## src/rtl/nn_pkg.sv

```systemverilog
// -----------------------------------------------------------------------------
// nn_pkg
// Shared declarations for the layer-level blocks of the fully-connected
// network datapath.
//   ser_state_t  : serializer FSM states (IDLE, SHIFT)
//   DATA_WIDTH   : default neuron sample width
//   idx_width()  : width needed to index n items (never less than 1 bit)
// -----------------------------------------------------------------------------
package nn_pkg;

    typedef enum logic {
        IDLE  = 1'b0,
        SHIFT = 1'b1
    } ser_state_t;

    localparam int DATA_WIDTH = 16;

    // $clog2 wrapper; a single-item index still needs one bit so that port
    // and counter declarations never collapse to zero width.
    function automatic int idx_width(input int n);
        return (n <= 1) ? 1 : $clog2(n);
    endfunction

endpackage

```

## src/rtl/argmax_tracker.sv

```systemverilog
// -----------------------------------------------------------------------------
// argmax_tracker
// Watches a serial sample stream and reports, after each frame, the index of
// the largest signed sample in that frame. On ties the earlier index is kept.
//
// Ports:
//   clk, rst     : clock, synchronous active-high reset
//   valid        : sample present this cycle
//   data         : sample value (two's complement)
//   first        : sample is index 0 of its frame
//   last         : sample is the final one of its frame
//   class_valid  : one-cycle pulse, the cycle after the last sample
//   class_idx    : winning index of the most recent frame (held between frames)
// -----------------------------------------------------------------------------
module argmax_tracker
    import nn_pkg::*;
#(
    parameter int NN        = 10,
    parameter int dataWidth = DATA_WIDTH
) (
    input  logic                      clk,
    input  logic                      rst,
    input  logic                      valid,
    input  logic [dataWidth-1:0]      data,
    input  logic                      first,
    input  logic                      last,
    output logic                      class_valid,
    output logic [idx_width(NN)-1:0]  class_idx
);

    localparam int CW = idx_width(NN);

    logic [dataWidth-1:0] max_reg;
    logic [CW-1:0]        idx_reg;
    logic [CW-1:0]        pos_reg;
    logic                 class_valid_reg;
    logic [CW-1:0]        class_idx_reg;

    logic [CW-1:0]        cur_idx;
    logic                 take;
    logic [CW-1:0]        best_idx_next;

    // The position counter is re-based on every first sample so a frame
    // never inherits an index from the previous one.
    always_comb begin
        cur_idx       = first ? '0 : pos_reg;
        // Strict greater-than keeps the lower index on ties.
        take          = first || ($signed(data) > $signed(max_reg));
        best_idx_next = take ? cur_idx : idx_reg;
    end

    always_ff @(posedge clk) begin
        if (rst) begin
            max_reg         <= '0;
            idx_reg         <= '0;
            pos_reg         <= '0;
            class_valid_reg <= 1'b0;
            class_idx_reg   <= '0;
        end else begin
            class_valid_reg <= valid && last;
            if (valid) begin
                pos_reg <= cur_idx + CW'(1);
                if (take) begin
                    max_reg <= data;
                    idx_reg <= cur_idx;
                end
                // The last sample itself takes part in the comparison, so
                // publish the combinational winner rather than idx_reg.
                if (last) begin
                    class_idx_reg <= best_idx_next;
                end
            end
        end
    end

    assign class_valid = class_valid_reg;
    assign class_idx   = class_idx_reg;

endmodule

```

## src/rtl/layer_serializer.sv

```systemverilog
// -----------------------------------------------------------------------------
// layer_serializer
// Captures the parallel outputs of a fully-connected layer and replays them
// one sample per cycle as the serial x_valid/x_in feed of the next layer.
//
// Ports:
//   clk, rst       : clock, synchronous active-high reset
//   i_valid[NN]    : per-neuron valid; neurons fire in lockstep, only bit 0
//                    is used as the capture trigger
//   i_data         : packed neuron outputs, neuron k at [k*dataWidth +: dataWidth]
//   o_valid        : serial sample valid
//   o_data         : serial sample (bit-exact copy of the captured value)
//   o_last         : final sample of the frame (index NN-1)
//   busy           : frame being shifted out
//   overrun        : sticky; a frame arrived mid-shift and was dropped
//
// Optional (LAYER_SERIALIZER_ARGMAX_EN defined):
//   o_class_valid  : pulses the cycle after o_last
//   o_class        : index of the largest signed sample of that frame
//
// Timing: a trigger sampled at edge T puts sample 0 on the outputs so that
// it is presented at edge T+1; sample NN-1 (with o_last) is presented at edge
// T+NN. Outputs are decoded directly from registers. A trigger sampled at
// the edge that consumes the last sample reloads the frame with no bubble.
// -----------------------------------------------------------------------------
module layer_serializer
    import nn_pkg::*;
#(
    parameter int NN        = 10,
    parameter int dataWidth = DATA_WIDTH
) (
    input  logic                      clk,
    input  logic                      rst,
    input  logic [NN-1:0]             i_valid,
    input  logic [NN*dataWidth-1:0]   i_data,
    output logic                      o_valid,
    output logic [dataWidth-1:0]      o_data,
    output logic                      o_last,
    output logic                      busy,
`ifdef LAYER_SERIALIZER_ARGMAX_EN
    output logic                      overrun,
    output logic                      o_class_valid,
    output logic [idx_width(NN)-1:0]  o_class
`else
    output logic                      overrun
`endif
);

    localparam int CW = idx_width(NN);

    ser_state_t           state_reg, state_next;
    logic [CW-1:0]        count_reg, count_next;
    logic                 overrun_reg, overrun_next;
    logic                 load;
    logic                 shift;
    logic                 trigger;
    logic                 at_last;

    // Hold shift register: slot 0 is always the sample being presented.
    logic [dataWidth-1:0] hold_reg [NN];

    assign trigger = i_valid[0];
    assign at_last = (state_reg == SHIFT) && (count_reg == CW'(NN - 1));

    // The lockstep valids beyond bit 0 carry no extra information.
    logic unused_valid_bits;
    assign unused_valid_bits = ^i_valid[NN-1:1];

    // ------------------------------------------------------------------
    // FSM state register
    // ------------------------------------------------------------------
    always_ff @(posedge clk) begin
        if (rst) begin
            state_reg   <= IDLE;
            count_reg   <= '0;
            overrun_reg <= 1'b0;
        end else begin
            state_reg   <= state_next;
            count_reg   <= count_next;
            overrun_reg <= overrun_next;
        end
    end

    // ------------------------------------------------------------------
    // FSM next-state / datapath control
    // ------------------------------------------------------------------
    always_comb begin
        state_next   = state_reg;
        count_next   = count_reg;
        overrun_next = overrun_reg;
        load         = 1'b0;
        shift        = 1'b0;
        unique case (state_reg)
            IDLE: begin
                if (trigger) begin
                    load       = 1'b1;
                    count_next = '0;
                    state_next = SHIFT;
                end
            end
            SHIFT: begin
                shift = 1'b1;
                if (at_last) begin
                    // Count stops at NN-1 and returns to 0 either way.
                    count_next = '0;
                    if (trigger) begin
                        load = 1'b1;
                    end else begin
                        state_next = IDLE;
                    end
                end else begin
                    count_next = count_reg + CW'(1);
                    // Mid-frame arrival is dropped; current frame continues.
                    if (trigger) begin
                        overrun_next = 1'b1;
                    end
                end
            end
            default: begin
                state_next = IDLE;
                count_next = '0;
            end
        endcase
    end

    // ------------------------------------------------------------------
    // Hold shift register, one slot per neuron. Load takes priority over
    // shift so a back-to-back capture replaces the drained frame.
    // ------------------------------------------------------------------
    generate
        for (genvar gi = 0; gi < NN; gi++) begin : g_hold
            always_ff @(posedge clk) begin
                if (rst) begin
                    hold_reg[gi] <= '0;
                end else if (load) begin
                    hold_reg[gi] <= i_data[gi*dataWidth +: dataWidth];
                end else if (shift) begin
                    if (gi == NN - 1) begin
                        hold_reg[gi] <= '0;
                    end else begin
                        hold_reg[gi] <= hold_reg[(gi == NN - 1) ? gi : gi + 1];
                    end
                end
            end
        end
    endgenerate

    // ------------------------------------------------------------------
    // Outputs
    // ------------------------------------------------------------------
    assign o_valid = (state_reg == SHIFT);
    assign o_data  = hold_reg[0];
    assign o_last  = at_last;
    assign busy    = (state_reg == SHIFT);
    assign overrun = overrun_reg;

`ifdef LAYER_SERIALIZER_ARGMAX_EN
    logic first_sample;
    assign first_sample = (state_reg == SHIFT) && (count_reg == '0);

    argmax_tracker #(
        .NN        (NN),
        .dataWidth (dataWidth)
    ) u_argmax (
        .clk         (clk),
        .rst         (rst),
        .valid       (o_valid),
        .data        (o_data),
        .first       (first_sample),
        .last        (o_last),
        .class_valid (o_class_valid),
        .class_idx   (o_class)
    );
`endif

endmodule

```

## config.mk

```make
export PLATFORM = sky130hd
export DESIGN_NAME = layer_serializer
export DESIGN_NICKNAME = d
export VERILOG_FILES = /design/src/rtl/nn_pkg.sv /design/src/rtl/argmax_tracker.sv /design/src/rtl/layer_serializer.sv
export SDC_FILE = /design/constraint.sdc
export NUM_CORES = 1
export LEC_CHECK = 0
export ABC_AREA = 1
export BUFFER_PORTS_ARGS = -buffer_cell sky130_fd_sc_hd__buf_4
export CAP_MARGIN = 20
export CORE_AREA = 3 3 160 162
export DETAILED_ROUTE_END_ITERATION = 12
export DIE_AREA = 0 0 163 165
export PLACE_DENSITY = 0.59
export SETUP_SLACK_MARGIN = 0.05
export SKIP_CTS_REPAIR_TIMING = 1
export SLEW_MARGIN = 25
export SYNTH_ARGS = -nofsm -noshare
export SYNTH_HDL_FRONTEND = slang
export SYNTH_SLANG_ARGS = --single-unit
```

## constraint.sdc

```tcl
create_clock -name clk -period 7 [get_ports clk]
set_input_delay 0.7 -clock clk [delete_from_list [all_inputs] [get_ports clk]]
set_output_delay 0.7 -clock clk [all_outputs]
set_load 0.01 [all_outputs]
```

==> results of run 1 <==
[cell type report]
cell class	instances	area [um2]	share of cell area (%)
Inverter	42	160	1.71
Multi-Input combinational cell	498	1930	20.6
Sequential cell	166	4920	52.6
Clock buffer	18	429	4.59
Tap cell	324	405	4.33
Clock inverter	14	111	1.19
Timing Repair Buffer	186	1400	15.0
[layer usage]
layer	routed length, um	track usage (%)	part of all wire (%)
met1	7070	15.5	45
met2	6890	17.9	44
met3	1690	5.22	11
met4	101	3.23	0.64
met5	0	0	0
[power groups by stage]
stage,sequential (uW),combinational [uW],clock (uW)
final,1220,212,872
after global routing,1230,243,938
after CTS,1220,219,902
after detailed placement,1240,218,0
after global placement,1240,215,0
after floorplan,1240,107,0
[metrics by stage]
step / hold slack [ns] / instance area (um2)
4_1_cts: 0.485 / 9360
3_3_place_gp: 0.455 / 8810
5_1_grt: 0.527 / 9360
6_report: 0.486 / 9360
2_1_floorplan: 0.491 / 7260
3_5_place_dp: 0.460 / 8810
[worst register-to-register path: cells and delay by family (launching register included)]
family                   cells  cell delay (ns)
AND/OR/NAND/NOR              4             0.74
flip-flops                   1             0.37
adder cells (fa/ha/maj)      1             0.19
buffers and inverters        3             1.36
[synth_stat cells, drive strengths merged]
library cell | n | area (um2)
nand2 | 431 | 1620
edfxtp | 160 | 4800
nor2 | 55 | 216
inv | 42 | 158
buf | 32 | 245
dfxtp | 6 | 120
nand3 | 3 | 15.0
o21ai | 3 | 15.0
clkbuf | 2 | 7.51
ha | 2 | 25.0
nand4 | 2 | 12.5
o21bai | 1 | 7.51
xor2 | 1 | 8.76
[path summary, 6_finish.rpt]
path,start,to,cells after the start
max reg2reg,count_reg[1],hold_reg[2][5],8
min,overrun,overrun,2
min reg2reg,overrun,overrun,2
max,count_reg[1],hold_reg[2][5],8
[kinds of logic after synthesis]
kind of cell               after synthesis  synth area share (%)
buffers and inverters                   76                  5.66
adders and majority gates                2                 0.345
xor gates and xnor gates                 1                 0.121
AOI/OAI and AO/OA                        4                 0.310
and+or+nand+nor                        491                  25.7
DFF                                    166                  67.9
==> results.json, run 1 <==
{
  "max_clock_freq_ghz": 0.359,
  "grt_setup_unrepaired": "false",
  "p_leak_uw": 0.00460,
  "timing.final.hold_violations": 0,
  "timing_worst_slew_pin_value_ns": 0.960,
  "power.internal_uw": 1780,
  "cts-root-buf": "sky130_fd_sc_hd__clkbuf_16",
  "most_common_cell_after_layout_fill_and_taps_aside": "sky130_fd_sc_hd__nand2_1",
  "max-slew-margin-rel_pct": 36.0,
  "setup_tns_ns": 0,
  "route.final.wire_length_um": 15700,
  "cellPowerDensity_nw_per_um2": 246,
  "core_um2": 24200,
  "critical_path_endpoint_category": "flip-flop",
  "cp-start-kind": "flip-flop",
  "mappedNetlistArea_um2": 7260,
  "cts.path.max_buffers": 2,
  "critical_path.most_common_cell": "sky130_fd_sc_hd__nand2_1",
  "timing_max_transition_violations_final": 0,
  "layoutNonFillerInstCount": 1248,
  "p_clk_share_pct": 37.9,
  "cp.buffers_inverters": 3,
  "timing.clock.skew_ns": 0.0113,
  "critical_path.top_delay_family": "buffers and inverters",
  "cap_violations": 0,
  "gpl.final_weighted_congestion": 0.738,
  "fin_total_pwr_uw": 2300,
  "power.share.switching_pct": 22.7,
  "site_rows": 57,
  "postRouteAntennaNets": 0,
  "syn2layout_area_growth_pct": 29.0,
  "power.share.sequential_pct": 52.9,
  "critical_path_required_ns": 7.28,
  "final.min_clock_period_ns": 2.78,
  "floorplan.die_area_um2": 26900,
  "maximum_fanout_along_the_worst_path": 78,
  "yosys_register_bits": 166,
  "route.detailed.vias_per_inst": 4.08,
  "clock_tree_from_tritoncts": "done",
  "grt_max_degree": 80,
  "layout-drive-gt1-share_pct": 24.0,
  "grt_antenna_before_repair": 0,
  "cell_total_after_placement": 1216,
  "grt.total_usage_pct": 11.8,
  "layout.cells.most_common_list": "429 x sky130_fd_sc_hd__nand2_1, 185 x sky130_fd_sc_hd__buf_4, 160 x sky130_fd_sc_hd__edfxtp_1",
  "fillCellCount": 2447,
  "drt_first_pass_iters": 4,
  "yosysUniqueCellTypes": 20,
  "dp.final_hpwl_um": 10700,
  "placement.io_buffers": 182,
  "insertion_delay_ns": 0.42,
  "yosys_warnings": 0,
  "diodes": 0,
  "ys_seq_area_share_pct": 67.9,
  "switchingPower_uw": 524,
  "timing.final.crit_share_pct": 39.8,
  "path_cells": "inv_1 -> ha_1 -> nand4_1 -> nand2_2 -> inv_4 -> buf_4 -> nand2_1 -> nand2_1",
  "cp_slowest_cell": "sky130_fd_sc_hd__buf_4",
  "routedWlPerCell_um": 12.6,
  "cts-buffers-inserted": 17,
  "finalWorstSetupSlack_ns": 4.22,
  "critical_path_arrival_ns": 3.07,
  "crit_path_max_incr_delay_ns": 0.73,
  "number_of_flip_flops_under_the_largest_register_name": 160,
  "outcome": "finished clean",
  "worst_hold_path_type": "flip-flop to flip-flop",
  "setup_viol": 0,
  "die-height_um": 165,
  "post-route-drc-count": 0,
  "avgSynthCellArea_um2": 9.81,
  "dr.first_iter.drc_count": 332,
  "synthesis.instances": 740,
  "floorplan.die.width_um": 163,
  "via_count": 5091,
  "setup.reg_to_reg.worst_slack_ns": 4.22,
  "initial_core_util_pct": 29.9,
  "grt_pass1_wl_um": 24900,
  "clk_pin_slew_ns": 0.07,
  "synthesis.nets": 914,
  "via_count_of_the_first_global_routing_pass": 4951,
  "final_util_pct": 38.6,
  "peakVddDrop_mv": 0.113,
  "cts_num_sinks": 166,
  "placement.setup.worst_slack_ns": 3.77,
  "h-tree-depth": 4,
  "finalNetCount": 1085,
  "combinational_power_share_pct": 9.2,
  "critPathKind": "flip-flop to flip-flop",
  "boundaryPins": 192,
  "gr-total-overflow": 0
}
Power figures use the tool's default switching activity.
==> inputs of run 2 (changes only) <==
ABC_AREA = 0   (was 1)
CORE_AREA = 3 3 153 155   (was 3 3 160 162)
DIE_AREA = 0 0 156 158   (was 0 0 163 165)
PLACE_DENSITY = 0.62   (was 0.59)
clock period = 2.5 ns   (was 7 ns; I/O delays follow)
==> run 2 against run 1 <==
  * Via count fell by 18%
  * Critical path depth fell by 3
  * Final area fell by 5.2%
  * Combinational power rose to 2.6 times the previous value
  * Sequential cell count did not move
  * Power rose to 2.8 times the previous value
  * Routed wire length fell by 3.8%
  * Cell count fell by 32%
  * Register-to-register slack got worse by 3.7 ns
  * Worst setup slack got worse by 3.7 ns
  * Synthesized area fell by 8.3%
  * Die area fell by 8.4%
==> results.json, run 2 <==
{
  "ys_seq_area_share_pct": 74.0,
  "setup_viol": 0,
  "critical_path_endpoint_category": "flip-flop",
  "floorplan.die.width_um": 156,
  "number_of_flip_flops_under_the_largest_register_name": 160,
  "route.detailed.vias_per_inst": 4.87,
  "max_clock_freq_ghz": 0.507,
  "fin_total_pwr_uw": 6420,
  "core_um2": 22000,
  "grt_max_degree": 145,
  "multi_input_area_um2": 1570,
  "h-tree-depth": 4,
  "synthesis.nets": 564,
  "yosysUniqueCellTypes": 24,
  "initial_core_util_pct": 30.3,
  "synth_top_family_by_area": "compound AO/OA/AOI/OAI gates",
  "layout-drive-gt1-share_pct": 38.6,
  "diodes": 0,
  "maximum_fanout_along_the_worst_path": 86,
  "synth_area_leaders": "sky130_fd_sc_hd__edfxtp_1 72%, sky130_fd_sc_hd__a22o_1 19%, sky130_fd_sc_hd__dfxtp_1 1.8%, sky130_fd_sc_hd__buf_2 1.6%, sky130_fd_sc_hd__and2_1 1.5%",
  "die-height_um": 158,
  "dr.first_iter.drc_count": 221,
  "dp.final_hpwl_um": 9920,
  "synthArstFlopShare_pct": 0,
  "gpl.final_weighted_congestion": 0.839,
  "cp-start-kind": "flip-flop",
  "fillCellCount": 2024,
  "post-route-drc-count": 0,
  "critical_path.top_delay_family": "compound AO/OA/AOI/OAI gates",
  "max-slew-margin-rel_pct": 51.6,
  "cp.buffers_inverters": 1,
  "cap_violations": 0,
  "synth_adder_area_share_pct": 0.376,
  "via_count": 4152,
  "syn2layout_area_growth_pct": 33.4,
  "cts_num_sinks": 166,
  "mappedNetlistArea_um2": 6650,
  "grt_pass1_wl_um": 22900,
  "timing.final.hold_violations": 0,
  "final.min_clock_period_ns": 1.97,
  "drt_first_pass_iters": 5,
  "synth_xor_area_share_pct": 0,
  "timing_max_transition_violations_final": 0,
  "p_leak_uw": 0.00367,
  "routedWlPerCell_um": 17.8,
  "worst_hold_path_type": "primary input to flip-flop",
  "outcome": "finished clean",
  "post-synth-top-area-cell": "sky130_fd_sc_hd__edfxtp_1",
  "layout.cells.most_common_list": "182 x sky130_fd_sc_hd__buf_4, 160 x sky130_fd_sc_hd__edfxtp_1, 144 x sky130_fd_sc_hd__a22o_1",
  "area.sequential_um2": 4920,
  "commonest_cells_in_the_synthesized_netlist": "160 x sky130_fd_sc_hd__edfxtp_1, 144 x sky130_fd_sc_hd__a22o_1, 21 x sky130_fd_sc_hd__buf_2",
  "final_util_pct": 40.4,
  "synth_compound_area_share_pct": 20.0,
  "critical_path_required_ns": 2.78,
  "peakVddDrop_mv": 0.396,
  "most_common_cell_after_layout_fill_and_taps_aside": "sky130_fd_sc_hd__buf_4",
  "muxShareOfSynthArea_pct": 0.150,
  "setup_tns_ns": 0,
  "postRouteAntennaNets": 0,
  "yosys_warnings": 0,
  "finalNetCount": 734,
  "cts-buffers-inserted": 17,
  "avgSynthCellArea_um2": 17.1,
  "boundaryPins": 192,
  "gr-total-overflow": 0,
  "synth_enable_flop_cells": 160,
  "placement.io_buffers": 182,
  "timing.clock.skew_ns": 0.0197,
  "cp_slowest_cell": "sky130_fd_sc_hd__dfxtp_1",
  "cellPowerDensity_nw_per_um2": 723,
  "yosys_register_bits": 166,
  "cts.path.max_buffers": 2,
  "site_rows": 54,
  "insertion_delay_ns": 0.43,
  "synth_most_common_cell": "sky130_fd_sc_hd__edfxtp_1",
  "path_cells": "ha_1 -> nand3b_4 -> a211oi_4 -> buf_12 -> a22o_1",
  "timing_worst_slew_pin_value_ns": 0.725,
  "synthesis.instances": 390,
  "cts-root-buf": "sky130_fd_sc_hd__clkbuf_16",
  "critPathKind": "flip-flop to flip-flop",
  "via_count_of_the_first_global_routing_pass": 4298,
  "floorplan.die_area_um2": 24600,
  "synth_top_flop_cell": "sky130_fd_sc_hd__edfxtp_1",
  "critical_path_arrival_ns": 2.25,
  "crit_path_max_incr_delay_ns": 0.43,
  "clock_tree_from_tritoncts": "done",
  "clk_pin_slew_ns": 0.07,
  "timing.final.crit_share_pct": 78.9,
  "synth_top_area_share_pct": 72.2,
  "grt.total_usage_pct": 12.1,
  "synth_simple_gate_area_share_pct": 2.75,
  "route.final.wire_length_um": 15200,
  "grt_setup_unrepaired": "false",
  "grt_antenna_before_repair": 0
}
==> run 2: cell count changes in the layout (fill, tap and decap cells not counted), moves of 3 or more <==
cell | before | now
sky130_fd_sc_hd__inv_2 | 3 | 0
sky130_fd_sc_hd__buf_12 | 0 | 5
sky130_fd_sc_hd__nand2_1 | 429 | 2
sky130_fd_sc_hd__a22o_1 | 0 | 144
sky130_fd_sc_hd__inv_6 | 1 | 4
sky130_fd_sc_hd__nor2_1 | 53 | 2
sky130_fd_sc_hd__buf_4 | 185 | 182
sky130_fd_sc_hd__o21ai_0 | 3 | 0
sky130_fd_sc_hd__clkinvlp_4 | 2 | 5
sky130_fd_sc_hd__and2_1 | 0 | 16
sky130_fd_sc_hd__inv_1 | 38 | 4
==> run 2: metal layers <==
| layer | track usage [%] | vias to the layer above | share of wire (%) |
|---|---|---|---|
| li1 | - | 1964 | - |
| met4 | 3.78 | 0 | 1.3 |
| met3 | 6.78 | 16 | 13 |
| met1 | 14.3 | 1987 | 41 |
| met5 | 0 | - | 0 |
| met2 | 18.9 | 185 | 45 |
==> run 2: worst paths after layout <==
check,start,cells past startpoint,endpoint,slack (ns)
max,count_reg[0],5,hold_reg[0][12],0.53
min,rst,2,busy,0.07
max reg2reg,count_reg[0],5,hold_reg[0][12],0.53
min reg2reg,overrun,2,overrun,0.49
==> run 2: area by class of cell <==
class | instances | area share (%)
Timing Repair Buffer | 187 | 16.5
Clock buffer | 17 | 4.79
Clock inverter | 14 | 1.41
Inverter | 4 | 0.169
Tap cell | 280 | 3.95
Multi-Input combinational cell | 184 | 17.7
Sequential cell | 166 | 55.5
==> run 2: metrics by stage <==
| step | instances | setup WS, ns | hold slack (ns) | instance area (um2) |
|---|---|---|---|---|
| 6_report | 852 | 0.527 | 0.0696 | 8870 |
| 2_1_floorplan | 390 | 0.0540 | 0.412 | 6670 |
| 4_1_cts | 852 | 0.544 | 0.0383 | 8870 |
| 5_1_grt | 852 | 0.443 | 0.0562 | 8870 |
| 3_5_place_dp | 821 | 0.582 | 0.474 | 8320 |
| 3_3_place_gp | 821 | 0.643 | 0.454 | 8320 |
==> run 2: kinds of logic after synthesis <==
logic type,Yosys count
AO/OA/AOI/OAI,152
buffers and inverters,40
AND/OR/NAND/NOR,29
adder cells (fa/ha/maj),2
multiplexers,1
flip-flops,166
==> run 2: worst register-to-register path, delay by kind of cell, from the launching register on <==
kind	cells	cell delay (ns)
AO/OA/AOI/OAI	2	0.69
buffers and inverters	1	0.34
adder cells (fa/ha/maj)	1	0.23
flip-flops	1	0.43
AND/OR/NAND/NOR	1	0.14
==> run 2: power breakdown <==
| group | switching, uW | leakage, uW | total, uW | internal [uW] |
|---|---|---|---|---|
| Combinational | 241 | 0.00156 | 559 | 318 |
| Clock | 1100 | 0.000256 | 2470 | 1370 |
| Sequential | 73.8 | 0.00186 | 3390 | 3310 |
| Total | 1410 | 0.00367 | 6420 | 5000 |
==> inputs of run 3 (changes only) <==
ABC_AREA = 1   (was 0)
CORE_AREA = 3 3 160 162   (was 3 3 153 155)
DIE_AREA = 0 0 163 165   (was 0 0 156 158)
PLACE_DENSITY = 0.61   (was 0.62)
clock period = 1.7 ns   (was 2.5 ns; I/O delays follow)
==> run 3 against run 2 <==
  * Sequential share of layout area is 6.7 points lower
  * Utilization increased by 1.3 points
  * Combinational power increased by 99%
  * Largest cell class unchanged
  * Highest routed layer unchanged
  * Die area is 9.1% higher
==> results.json, run 3 (synthesis results as in run 1) <==
{
  "floorplan.die.width_um": 163,
  "grt.total_usage_pct": 12.5,
  "route.final.wire_length_um": 17900,
  "grt_max_degree": 53,
  "cellPowerDensity_nw_per_um2": 983,
  "timing_worst_slew_pin_value_ns": 0.350,
  "grt-busiest-layer": "met2",
  "diodes": 0,
  "max_clock_freq_ghz": 0.609,
  "cts-buffers-inserted": 17,
  "critical_path_endpoint_category": "flip-flop",
  "critical_path_arrival_ns": 1.82,
  "regToRegStartpoint": "count_reg[1]",
  "clock_tree_from_tritoncts": "done",
  "timing_max_transition_violations_final": 0,
  "timing.final.hold_violations": 0,
  "placement.setup.worst_slack_ns": -0.349,
  "timing.clock.skew_ns": 0.00762,
  "dp.final_hpwl_um": 11700,
  "site_rows": 57,
  "critical_path_required_ns": 1.88,
  "cap_violations": 0,
  "initial_core_util_pct": 29.9,
  "post-route-drc-count": 0,
  "cts-root-buf": "sky130_fd_sc_hd__clkbuf_16",
  "fin_total_pwr_uw": 9930,
  "via_count_of_the_first_global_routing_pass": 5243,
  "finalWorstSetupSlack_ns": 0.0569,
  "cts.path.max_buffers": 2,
  "setup_viol": 0,
  "number_of_flip_flops_under_the_largest_register_name": 160,
  "h-tree-depth": 4,
  "syn2layout_area_growth_pct": 39.2,
  "worst_setup_startpoint": "count_reg[1]",
  "finalNetCount": 1128,
  "layout-drive-gt1-share_pct": 29.0,
  "clk_pin_slew_ns": 0.07,
  "timing.final.crit_share_pct": 96.7,
  "grt_pass1_wl_um": 26000,
  "setup.reg_to_reg.worst_slack_ns": 0.06,
  "grt_util_met2_pct": 20.0,
  "insertion_delay_ns": 0.43,
  "boundaryPins": 192,
  "grtUsageMet1_pct": 16.2,
  "max-slew-margin-rel_pct": 76.6,
  "cts_num_sinks": 166,
  "final.min_clock_period_ns": 1.64,
  "drt_first_pass_iters": 5,
  "grt.met3_usage_pct": 3.96,
  "floorplan.die_area_um2": 26900,
  "grt_setup_unrepaired": "true",
  "outcome": "finished clean",
  "worstReg2RegEnd": "hold_reg[3][4]",
  "p_leak_uw": 0.00491,
  "core_um2": 24200,
  "most_common_cell_after_layout_fill_and_taps_aside": "sky130_fd_sc_hd__nand2_1",
  "maximum_fanout_along_the_worst_path": 9,
  "dr.first_iter.drc_count": 392,
  "whs_ns": 0.00324,
  "peakVddDrop_mv": 0.548,
  "placement.io_buffers": 182,
  "cp-start-kind": "flip-flop",
  "final_util_pct": 41.7,
  "routedWlPerCell_um": 13.9,
  "gpl.final_weighted_congestion": 0.785,
  "worst_r2r_path_depth": 11,
  "layout.cells.most_common_list": "416 x sky130_fd_sc_hd__nand2_1, 202 x sky130_fd_sc_hd__buf_4, 160 x sky130_fd_sc_hd__edfxtp_1",
  "worst_hold_path_type": "primary input to flip-flop",
  "grt_antenna_before_repair": 0,
  "via_count": 5389,
  "gr-total-overflow": 0,
  "postRouteAntennaNets": 0,
  "die-height_um": 165,
  "route.detailed.vias_per_inst": 4.17,
  "crit_end": "hold_reg[3][4]",
  "critPathKind": "flip-flop to flip-flop"
}
[run 3: worst min-delay path by stage]
stage / from / end / slack (ns) / cells after the start
2_1_floorplan: i_data[0] / hold_reg[0][0] / 0.35 / 2
3_3_place_gp: i_data[43] / hold_reg[2][11] / 0.43 / 3
3_5_place_dp: i_data[43] / hold_reg[2][11] / 0.44 / 3
4_1_cts: i_data[87] / hold_reg[5][7] / -0.02 / 3
5_1_grt: i_data[13] / hold_reg[0][13] / 0.0004 / 3
6_report: i_data[87] / hold_reg[5][7] / 0.003 / 3
[run 3: cell type report]
cell class              instances  area (um2)
well taps                     324         405
clock inverters                11         126
fillers                      2382       14100
repair buffers                228        2010
inverters                      42         165
clock buffers                  21         440
multi-input cells             499        2030
flip-flops and latches        166        4930
[run 3: critical path: stages (launching register included)]
cell and delay (ns):
sky130_fd_sc_hd__dfxtp_2 0.33, sky130_fd_sc_hd__inv_2 0.04, sky130_fd_sc_hd__ha_4 0.16, sky130_fd_sc_hd__nand3_4 0.07, sky130_fd_sc_hd__nand2_4 0.07, sky130_fd_sc_hd__inv_6 0.08
sky130_fd_sc_hd__nor2_4 0.06, sky130_fd_sc_hd__buf_12 0.14, sky130_fd_sc_hd__clkbuf_16 0.16, sky130_fd_sc_hd__clkbuf_16 0.17, sky130_fd_sc_hd__nand2_1 0.06, sky130_fd_sc_hd__nand2_1 0.05
[run 3: power breakdown]
group | total (uW) | internal, uW | switching, uW
Clock | 3810 | 2170 | 1640
Combinational | 1110 | 559 | 549
Sequential | 5020 | 4910 | 102
[run 3: routing by layer]
metal,vias to the layer above,wire length [um]
met2,196,8230
met5,-,0
met1,2410,8000
li1,2766,-
met4,0,225
met3,17,1460
[run 3: stage by stage]
step | area, um2 | std cells | setup TNS, ns
3_5_place_dp | 9130 | 1240 | -34.93
6_report | 10100 | 1291 | 0
5_1_grt | 10100 | 1291 | -0.222
3_3_place_gp | 9130 | 1240 | -28.58
2_1_floorplan | 7270 | 740 | 0
4_1_cts | 9700 | 1272 | -38.66
